--- config.mk ---
export PLATFORM = sky130hd
export DESIGN_NAME = flex_fifo_ctrl
export DESIGN_NICKNAME = d
export VERILOG_FILES = /design/src/rtl/flex_fifo_ctrl.sv
export SDC_FILE = /design/constraint.sdc
export NUM_CORES = 1
export LEC_CHECK = 0
export CORE_MARGIN = 1.5
export CORE_UTILIZATION = 40
export CTS_CLUSTER_SIZE = 16
export DETAILED_ROUTE_END_ITERATION = 10
export HOLD_SLACK_MARGIN = 0.1
export PLACE_DENSITY = 0.82
export SETUP_SLACK_MARGIN = 0.02
export SLEW_MARGIN = 20
export SYNTH_ARGS = -nofsm -noshare
export SYNTH_HDL_FRONTEND = slang
export SYNTH_SLANG_ARGS = --single-unit
export TNS_END_PERCENT = 1
--- constraint.sdc ---
create_clock -name clk -period 4.2 [get_ports clk]
set_input_delay 0.84 -clock clk [delete_from_list [all_inputs] [get_ports clk]]
set_output_delay 0.84 -clock clk [all_outputs]
set_load 0.01 [all_outputs]
--- src/rtl/flex_fifo_ctrl.sv ---
`default_nettype none
// ============================================================================
// Module   : flex_fifo_ctrl
// Purpose  : Single-clock pointer/flag controller for the flex FIFO storage
//            array (async-read, sync-write, DATA_WIDTH x 2**ADDR_WIDTH).
//            Generates the array write enable and write/read addresses and
//            presents first-word-fall-through semantics: the word at raddr_o
//            is valid in any cycle where empty_o is low. Buffers shifted
//            TDI/TDO bytes between the TAP side and the bus side.
//
// Parameters:
//   ADDR_WIDTH    : array address width, depth = 2**ADDR_WIDTH
//   AFULL_THRESH  : almost_full_o asserts when count_o >= AFULL_THRESH
//   AEMPTY_THRESH : almost_empty_o asserts when count_o <= AEMPTY_THRESH
//
// Ports:
//   clk            in   single clock (array wclk is tied to this clock)
//   rst            in   synchronous reset, active-high
//   wr_req_i       in   push request (data goes to the array directly)
//   rd_req_i       in   pop request, consumes the word at raddr_o
//   clear_i        in   synchronous flush of both pointers
//   wclk_en_o      out  array write enable (combinational)
//   waddr_o        out  array write address
//   raddr_o        out  array read address
//   full_o         out  no free entries
//   empty_o        out  no valid entries
//   almost_full_o  out  count_o >= AFULL_THRESH
//   almost_empty_o out  count_o <= AEMPTY_THRESH
//   count_o        out  number of valid entries, 0..2**ADDR_WIDTH
//   overflow_o     out  sticky: push attempted while full   (optional)
//   underflow_o    out  sticky: pop attempted while empty   (optional)
//
// Optional feature macro: FLEX_FIFO_CTRL_ERR_FLAGS_EN
//   Defined   -> overflow_o / underflow_o ports and their sticky registers.
//   Undefined -> the ports do not exist and no extra logic is built.
//
// Revision : 1.0 - initial release
// ============================================================================
module flex_fifo_ctrl #(
  parameter int unsigned ADDR_WIDTH    = 4,
  parameter int unsigned AFULL_THRESH  = 2**ADDR_WIDTH - 1,
  parameter int unsigned AEMPTY_THRESH = 1
) (
  input  logic                  clk,
  input  logic                  rst,
  input  logic                  wr_req_i,
  input  logic                  rd_req_i,
  input  logic                  clear_i,
  output logic                  wclk_en_o,
  output logic [ADDR_WIDTH-1:0] waddr_o,
  output logic [ADDR_WIDTH-1:0] raddr_o,
  output logic                  full_o,
  output logic                  empty_o,
  output logic                  almost_full_o,
  output logic                  almost_empty_o,
  output logic [ADDR_WIDTH:0]   count_o
`ifdef FLEX_FIFO_CTRL_ERR_FLAGS_EN
  ,
  output logic                  overflow_o,
  output logic                  underflow_o
`endif
);

  // Pointer increment and threshold constants, sized to the pointer width so
  // every arithmetic/compare operand has matching width.
  localparam logic [ADDR_WIDTH:0] c_ptr_inc      = (ADDR_WIDTH+1)'(1);
  localparam logic [ADDR_WIDTH:0] c_afull_thresh = (ADDR_WIDTH+1)'(AFULL_THRESH);
  localparam logic [ADDR_WIDTH:0] c_aempty_thresh = (ADDR_WIDTH+1)'(AEMPTY_THRESH);

  // --------------------------------------------------------------------------
  // Pointer state. One extra MSB per pointer acts as the wrap bit so that
  // full and empty are distinguishable without a separate counter.
  // --------------------------------------------------------------------------
  logic [ADDR_WIDTH:0] wptr_q;
  logic [ADDR_WIDTH:0] wptr_d;
  logic [ADDR_WIDTH:0] rptr_q;
  logic [ADDR_WIDTH:0] rptr_d;

  logic                w_full;
  logic                w_empty;
  logic [ADDR_WIDTH:0] w_count;
  logic                w_wr_accept;
  logic                w_rd_accept;

  // --------------------------------------------------------------------------
  // Flag decode, purely from the registered pointers. Flags therefore move
  // on the edge after an accepted operation, never combinationally from the
  // request inputs.
  // --------------------------------------------------------------------------
  always_comb begin
    w_empty = (wptr_q == rptr_q);
    // Same slot, opposite lap: writer is exactly one full lap ahead.
    w_full  = (wptr_q[ADDR_WIDTH-1:0] == rptr_q[ADDR_WIDTH-1:0]) &&
              (wptr_q[ADDR_WIDTH]     != rptr_q[ADDR_WIDTH]);
    // Modular difference is correct across pointer rollover.
    w_count = wptr_q - rptr_q;
  end

  // --------------------------------------------------------------------------
  // Request acceptance. clear and rst both suppress acceptance so that a
  // flush or reset never leaves a half-written entry behind. A pop in the
  // same cycle does not make room for a push into a full FIFO, and a push
  // into an empty FIFO is not bypassed to the read side.
  // --------------------------------------------------------------------------
  always_comb begin
    w_wr_accept = wr_req_i & ~w_full  & ~clear_i & ~rst;
    w_rd_accept = rd_req_i & ~w_empty & ~clear_i & ~rst;
  end

  // --------------------------------------------------------------------------
  // Next-state pointers. clear forces both to zero; otherwise each pointer
  // advances independently, so a simultaneous push/pop leaves count alone.
  // --------------------------------------------------------------------------
  always_comb begin
    wptr_d = wptr_q;
    rptr_d = rptr_q;
    if (clear_i) begin
      wptr_d = '0;
      rptr_d = '0;
    end else begin
      if (w_wr_accept) begin
        wptr_d = wptr_q + c_ptr_inc;
      end
      if (w_rd_accept) begin
        rptr_d = rptr_q + c_ptr_inc;
      end
    end
  end

  always_ff @(posedge clk) begin
    if (rst) begin
      wptr_q <= '0;
      rptr_q <= '0;
    end else begin
      wptr_q <= wptr_d;
      rptr_q <= rptr_d;
    end
  end

  // --------------------------------------------------------------------------
  // Outputs
  // --------------------------------------------------------------------------
  always_comb begin
    wclk_en_o      = w_wr_accept;
    waddr_o        = wptr_q[ADDR_WIDTH-1:0];
    raddr_o        = rptr_q[ADDR_WIDTH-1:0];
    full_o         = w_full;
    empty_o        = w_empty;
    count_o        = w_count;
    almost_full_o  = (w_count >= c_afull_thresh);
    almost_empty_o = (w_count <= c_aempty_thresh);
  end

`ifdef FLEX_FIFO_CTRL_ERR_FLAGS_EN
  // --------------------------------------------------------------------------
  // Sticky error flags. They record any rejected push/pop that was not
  // masked by a flush; rst and clear both win over a same-cycle set event.
  // --------------------------------------------------------------------------
  logic overflow_q;
  logic overflow_d;
  logic underflow_q;
  logic underflow_d;

  always_comb begin
    overflow_d  = overflow_q  | (wr_req_i & w_full  & ~clear_i);
    underflow_d = underflow_q | (rd_req_i & w_empty & ~clear_i);
    if (clear_i) begin
      overflow_d  = 1'b0;
      underflow_d = 1'b0;
    end
  end

  always_ff @(posedge clk) begin
    if (rst) begin
      overflow_q  <= 1'b0;
      underflow_q <= 1'b0;
    end else begin
      overflow_q  <= overflow_d;
      underflow_q <= underflow_d;
    end
  end

  assign overflow_o  = overflow_q;
  assign underflow_o = underflow_q;
`else
  // Error tracking disabled: no sticky flag state is built.
`endif

endmodule
`default_nettype wire
==> impl_metrics.csv, run 1 <==
group,metric,value,unit
outcome,outcome,"completed",
clock_network,cts.repair.resized,0,
synthesis,cell_taking_the_most_area_after_synthesis,"dfxtp_1",
final_layout,drive_above_1_share,0.0408,
route,drt-total-wl,1480,µm
clock_network,ctsRootBufferMaster,"clkbuf_4",
timing,timing.fmax,0.285,GHz
worst_setup_path,timing.critical_path.buf_inv,2,
placed_design,place_hpwl,1180,µm
final_layout,multi_input_comb_area,410,µm²
route,drc,0,
route,initialDrtViolationCount,10,
die,io-pin-count,23,
worst_setup_path,required,3360,ps
worst_setup_path,r2r.worst_path.cells,6,
route,drt_first_pass_iters,4,
synthesis,netlist_area,697,µm²
global_routing,grt_pass1_wl,2350,µm
synthesis,yosysWarningCount,0,
synthesis,syn_area_per_cell,8.50,µm²
worst_setup_path,critical_path.cell_chain,"ha_1, inv_1, fa_1, a21o_1, a21oi_1, xnor2_1, nor4_1, clkdlybuf4s50_1",
die,start_util,0.442,
timing,final_period_minus_worst_setup_slack,3510,ps
die,dieWidth,44.7,µm
synthesis,synth_area_in_compound_gates,0.118,
clock_network,cts_buffers,3,
synthesis,synth_mux_area_frac,0.0287,
timing,hold_slack,529,ps
timing,relSlewSlack,0.686,
power_and_ir_drop,switching_pwr,50.1,µW
job,max_cap_violations,0,
synthesis,netlist_top_cells_area,"dfxtp_1, ha_1, xnor2_1",
placed_design,place_congestion,0.760,
power_and_ir_drop,vdd_ir_drop_max,0.186,mV
synthesis,synthCells,82,
route,viasPerCell,5.37,
worst_setup_path,worstReg2RegStart,"rptr_q[2]",
final_layout,insertedDiodeCount,0,
clock_network,cts_max_path_buffers,2,
worst_setup_path,cp_top_family,"buffers and inverters",
final_layout,area_delta_synth_final,28.5,%
worst_setup_path,endpoint_kind_of_the_worst_setup_timing_path,"output port",
power_and_ir_drop,p_seq_frac,0.491,
power_and_ir_drop,clockPowerShare,0.331,
timing,rsz0062_at_grt,"false",
synthesis,synth-edff-count,0,
synthesis,synth-xor-area-share,0.151,
global_routing,grt_overflow_total,0,
timing,timing.final.setup_violations,0,
final_layout,final_nets,112,
min_path,whs_path_depth,2,
clock_network,tritoncts,"built",
timing,final_max_slew_viol_count,0,
die,dieArea,2000,µm²
min_path,worstHoldStart,"rptr_q[3]",
power_and_ir_drop,internal_power,148,µW
power_and_ir_drop,power.switching_fraction,0.253,
clock_network,ctsHoldBuffers,0,
worst_setup_path,critical_path_peak_fanout,5,
synthesis,synthSimpleGateAreaFrac,0.154,
worst_setup_path,critical_path_class,"flop to output port",
synthesis,synth.most_common_cell,"nor2_1",
worst_setup_path,worstSetupPathDepth,8,
synthesis,ys_seq_area_frac,0.287,
die,placeableCoreArea,1580,µm²
timing,final_hold_viol_count,0,
power_and_ir_drop,power_leakage,0.353,nW
die,dieHeight,44.7,µm
min_path,timing.hold.worst.class,"flop to flop",
synthesis,synth_nets,94,
worst_setup_path,slowest_stage,"clkdlybuf4s50_1",
global_routing,number_of_global_route_vias_before_repair,543,
worst_setup_path,setup.worst_path.start,"rptr_q[0]",
synthesis,synthAdderAreaFrac,0.136,
timing,setup-tns-final,0,ps
worst_setup_path,timing.critical_path.from_type,"flop",
timing,fin_worst_skew,4.14,ps
route,wl_per_cell,12.9,µm
power_and_ir_drop,total_power_draw,198,µW
worst_setup_path,arrival_time_at_the_worst_endpoint,2670,ps
power_and_ir_drop,power_density,221,nW/µm²
timing,timing_worst_slew_pin_value,467,ps
clock_network,insertion_delay,260,ps
power_and_ir_drop,combinationalPowerShare,0.178,
timing,finalCritPeriodShare,0.836,
global_routing,globalRouteTotalUtil,0.166,
clock_network,cts-htree-levels,1,
synthesis,synthFlopType,"dfxtp_1",
synthesis,combinational_family_with_the_most_area_after_synthesis,"simple AND/OR/NAND/NOR gates",
global_routing,grt_start_max_net_pins,12,
final_layout,area.sequential,200,µm²
final_layout,fillers,143,
synthesis,synth.cells.most_frequent,"nor2_1, dfxtp_1, buf_4",
synthesis,cell_variety_after_synth,22,
global_routing,antenna_found_initial,0,
synthesis,synth_top_area_share,0.287,
placed_design,portBuffers,22,
die,floorplan.rows,14,
synthesis,share_of_flip_flops_with_an_asynchronous_set_or_reset,0,
clock_network,cts_sinks,10,
clock_network,post_cts.repair.setup_buffers,0,
route,final_antenna_net_count,0,
route,num_vias,612,
worst_setup_path,crit_path_max_incr_delay,580,ps
synthesis,synth-seq-cells,10,
clock_network,cts.clk_slew.worst_paths,60,ps
-- cell usage in the layout (no fill, tap or decap) --
| cell | n |
|---|---|
| nor2_1 | 12 |
| o21ai_1 | 1 |
| ha_1 | 6 |
| mux2i_1 | 2 |
| o211ai_1 | 2 |
| clkbuf_4 | 3 |
| nor4_1 | 1 |
| nand2_1 | 1 |
| or2_2 | 1 |
| nand4_1 | 5 |
| a21o_1 | 1 |
| fa_1 | 1 |
| or3_1 | 1 |
| inv_1 | 6 |
| a21oi_1 | 6 |
| clkdlybuf4s50_1 | 22 |
| dfxtp_1 | 10 |
| and4_1 | 1 |
| a41o_1 | 1 |
| xnor2_1 | 7 |
| o21ai_0 | 3 |
| xor2_1 | 5 |
-- power groups by stage --
stage                     Clock, mW  Sequential, mW  Combinational, mW
after floorplan                   0          0.0989             0.0184
after global placement            0          0.0991             0.0343
after detailed placement          0          0.0993             0.0351
after CTS                    0.0644          0.0971             0.0353
after global routing         0.0685          0.0972             0.0381
final                        0.0654          0.0971             0.0353
-- layout make-up --
class,instances,area share
clock buffers,3,0.0251
repair buffers,22,0.246
well taps,16,0.0223
multi-input cells,57,0.458
inverters,6,0.0251
flip-flops and latches,10,0.223
-- sequential cells by signal, indices dropped and copies added (netlist names) --
name	flops
wptr_q	5
rptr_q	5
-- metrics by stage --
stage | setup WS, ps | instances | instance area, µm² | util
after global placement | 1060 | 111 | 873 | 0.554
after CTS | 703 | 114 | 896 | 0.568
after detailed placement | 990 | 111 | 873 | 0.554
after floorplan | 1450 | 82 | 697 | -
final | 688 | 114 | 896 | 0.568
after global routing | 564 | 114 | 896 | 0.568
-- final timing paths --
check        slack [ps]              to
min reg2reg         530       rptr_q[3]
min                 530       rptr_q[3]
max                 690  almost_empty_o
max reg2reg        2280       rptr_q[1]
-- tightest hold or removal path, delay by kind of cell, from the launching register on --
kind / cells / cell delay, ps
AOI/OAI and AO/OA: 2 / 140
DFF: 1 / 340
-- logic make-up after synthesis --
logic type / count (synthesis)
simple gates: 22
fa+ha+maj: 7
flops: 10
compound gates: 14
xor+xnor: 12
mux: 2
buf+inv: 15
-- per-layer routing --
metal,global-route usage,part of all wire,vias to the layer above
met4,0.0909,0.0081,0
li1,-,-,311
met1,0.197,0.44,278
met5,0,0,-
met3,0.0240,0.033,2
met2,0.284,0.52,21
No activity file was read; power rests on OpenSTA's default activity.
==> inputs of run 2 (changes only) <==
clock period = 3.68 ns   (was 4.2 ns; I/O delays follow)
==> run 2 against run 1 <==
  * Wire length is 1.9% lower
  * Via count is 0.16% higher
  * Cell count is 0.88% higher
  * Core utilization is 0.87 points higher
  * First-iteration DRC count is 10% higher
  * Sequential power is 14% higher
  * Final area is 1.5% higher
  * Largest cell class unchanged
==> impl_metrics.csv, run 2 (synthesis results as in run 1) <==
group,metric,value,unit
power_and_ir_drop,total_power_draw,255,µW
clock_network,post_cts.repair.setup_buffers,0,
route,initialDrtViolationCount,11,
clock_network,cts_sinks,10,
outcome,outcome,"completed",
clock_network,cts_max_path_buffers,2,
timing,fin_worst_skew,9.02,ps
final_layout,final_core_util,0.577,
timing,final_period_minus_worst_setup_slack,3470,ps
worst_setup_path,critical_path.cell_chain,"ha_1, inv_1, fa_1, a21o_1, a21oi_1, xnor2_1, nor4_1, clkdlybuf4s50_1",
die,dieArea,2000,µm²
final_layout,fillers,143,
global_routing,globalRouteTotalUtil,0.161,
worst_setup_path,cp_top_family,"buffers and inverters",
die,io-pin-count,23,
global_routing,antenna_found_initial,0,
route,drt_first_pass_iters,4,
final_layout,commonest_cells_after_routing_fill_and_taps_aside,"clkdlybuf4s50_1, nor2_1, dfxtp_1",
worst_setup_path,setup.worst_path.start,"rptr_q[0]",
die,dieHeight,44.7,µm
route,final_antenna_net_count,0,
worst_setup_path,slowest_stage,"clkdlybuf4s50_1",
global_routing,number_of_global_route_vias_before_repair,554,
clock_network,ctsRootBufferMaster,"clkbuf_4",
min_path,worstHoldStart,"rptr_q[3]",
worst_setup_path,rrSetupSlack,1770,ps
final_layout,drive_above_1_share,0.0505,
clock_network,cts.repair.resized,0,
die,placeableCoreArea,1580,µm²
clock_network,cts.clk_slew.worst_paths,70,ps
timing,relSlewSlack,0.696,
final_layout,layout.cells.most_common,"clkdlybuf4s50_1",
route,viasPerCell,5.33,
die,start_util,0.442,
worst_setup_path,worstReg2RegStart,"rptr_q[2]",
timing,hold_slack,537,ps
timing,final_max_slew_viol_count,0,
final_layout,area_delta_synth_final,30.5,%
timing,timing_worst_slew_pin_value,452,ps
min_path,timing.hold.worst.class,"flop to flop",
placed_design,portBuffers,22,
worst_setup_path,crit_path_max_incr_delay,590,ps
worst_setup_path,timing.critical_path.from_type,"flop",
timing,timing.fmax,0.288,GHz
worst_setup_path,endpoint_kind_of_the_worst_setup_timing_path,"output port",
final_layout,insertedDiodeCount,0,
min_path,hold_end,"rptr_q[3]",
worst_setup_path,r2r.worst_path.cells,6,
worst_setup_path,required,2940,ps
worst_setup_path,critical_path_peak_fanout,5,
clock_network,cts-htree-levels,1,
die,dieWidth,44.7,µm
clock_network,ctsHoldBuffers,0,
worst_setup_path,worstReg2RegEnd,"rptr_q[1]",
final_layout,top_regs,"rptr_q: 5 flops, wptr_q: 5 flops",
clock_network,insertion_delay,270,ps
placed_design,place_congestion,0.774,
die,floorplan.rows,14,
timing,timing.final.setup_violations,0,
route,drc,0,
min_path,whs_path_depth,2,
global_routing,grt_overflow_total,0,
route,drt-total-wl,1450,µm
power_and_ir_drop,power_density,280,nW/µm²
global_routing,grt_start_max_net_pins,12,
route,wl_per_cell,12.6,µm
route,num_vias,613,
clock_network,cts_buffers,3,
job,max_cap_violations,0,
final_layout,final_nets,112,
worst_setup_path,timing.critical_path.buf_inv,2,
timing,final_hold_viol_count,0,
worst_setup_path,arrival_time_at_the_worst_endpoint,2730,ps
timing,finalCritPeriodShare,0.942,
placed_design,place_hpwl,1120,µm
power_and_ir_drop,vdd_ir_drop_max,0.119,mV
timing,rsz0062_at_grt,"false",
power_and_ir_drop,power_leakage,0.360,nW
clock_network,tritoncts,"built",
worst_setup_path,critical_path_class,"flop to output port",
global_routing,grt_pass1_wl,2370,µm
timing,setup-tns-final,0,ps
-- run 2: worst register-to-register path: stages, from the launching register on --
cell	delay, ps
dfxtp_1	380
inv_1	90
ha_1	390
nand4_1	260
o21ai_0	410
mux2i_1	230
nor2_1	50
-- run 2: report_power, final --
| part | total [mW] | leakage (nW) | switching (mW) | internal, mW |
|---|---|---|---|---|
| Sequential | 0.111 | 0.0807 | 0.00154 | 0.109 |
| Clock | 0.104 | 0.0210 | 0.0439 | 0.0601 |
| Combinational | 0.0401 | 0.258 | 0.0186 | 0.0215 |
| Total | 0.255 | 0.360 | 0.0640 | 0.191 |
-- run 2: stage by stage --
stage | instances | setup slack, ps | area, µm²
after floorplan | 82 | 1030 | 697
after global placement | 111 | 627 | 873
after detailed placement | 111 | 510 | 873
after CTS | 115 | 218 | 910
after global routing | 115 | 28.8 | 910
final | 115 | 212 | 910
-- run 2: how the worst max path moves through the flow --
stage	endpoint	cells after the start	slack (ps)
after floorplan	almost_empty_o	7	1030
after global placement	almost_empty_o	8	630
after detailed placement	almost_empty_o	8	510
after CTS	almost_empty_o	8	220
after global routing	almost_empty_o	8	30
final	almost_empty_o	8	210
-- run 2: final cells by class --
type / count / area, µm² / share of cell area
Clock buffer: 4 / 36.3 / 0.0399
Sequential cell: 10 / 200 / 0.220
Multi-Input combinational cell: 57 / 410 / 0.451
Tap cell: 16 / 20.0 / 0.0220
Inverter: 6 / 22.5 / 0.0248
Timing Repair Buffer: 22 / 220 / 0.242
-- run 2: routing by layer --
metal | global-route usage | vias to the layer above | part of all wire
li1 | - | 310 | -
met1 | 0.199 | 275 | 0.44
met2 | 0.267 | 22 | 0.48
met3 | 0.0200 | 6 | 0.045
met4 | 0.0970 | 0 | 0.035
met5 | 0 | - | 0
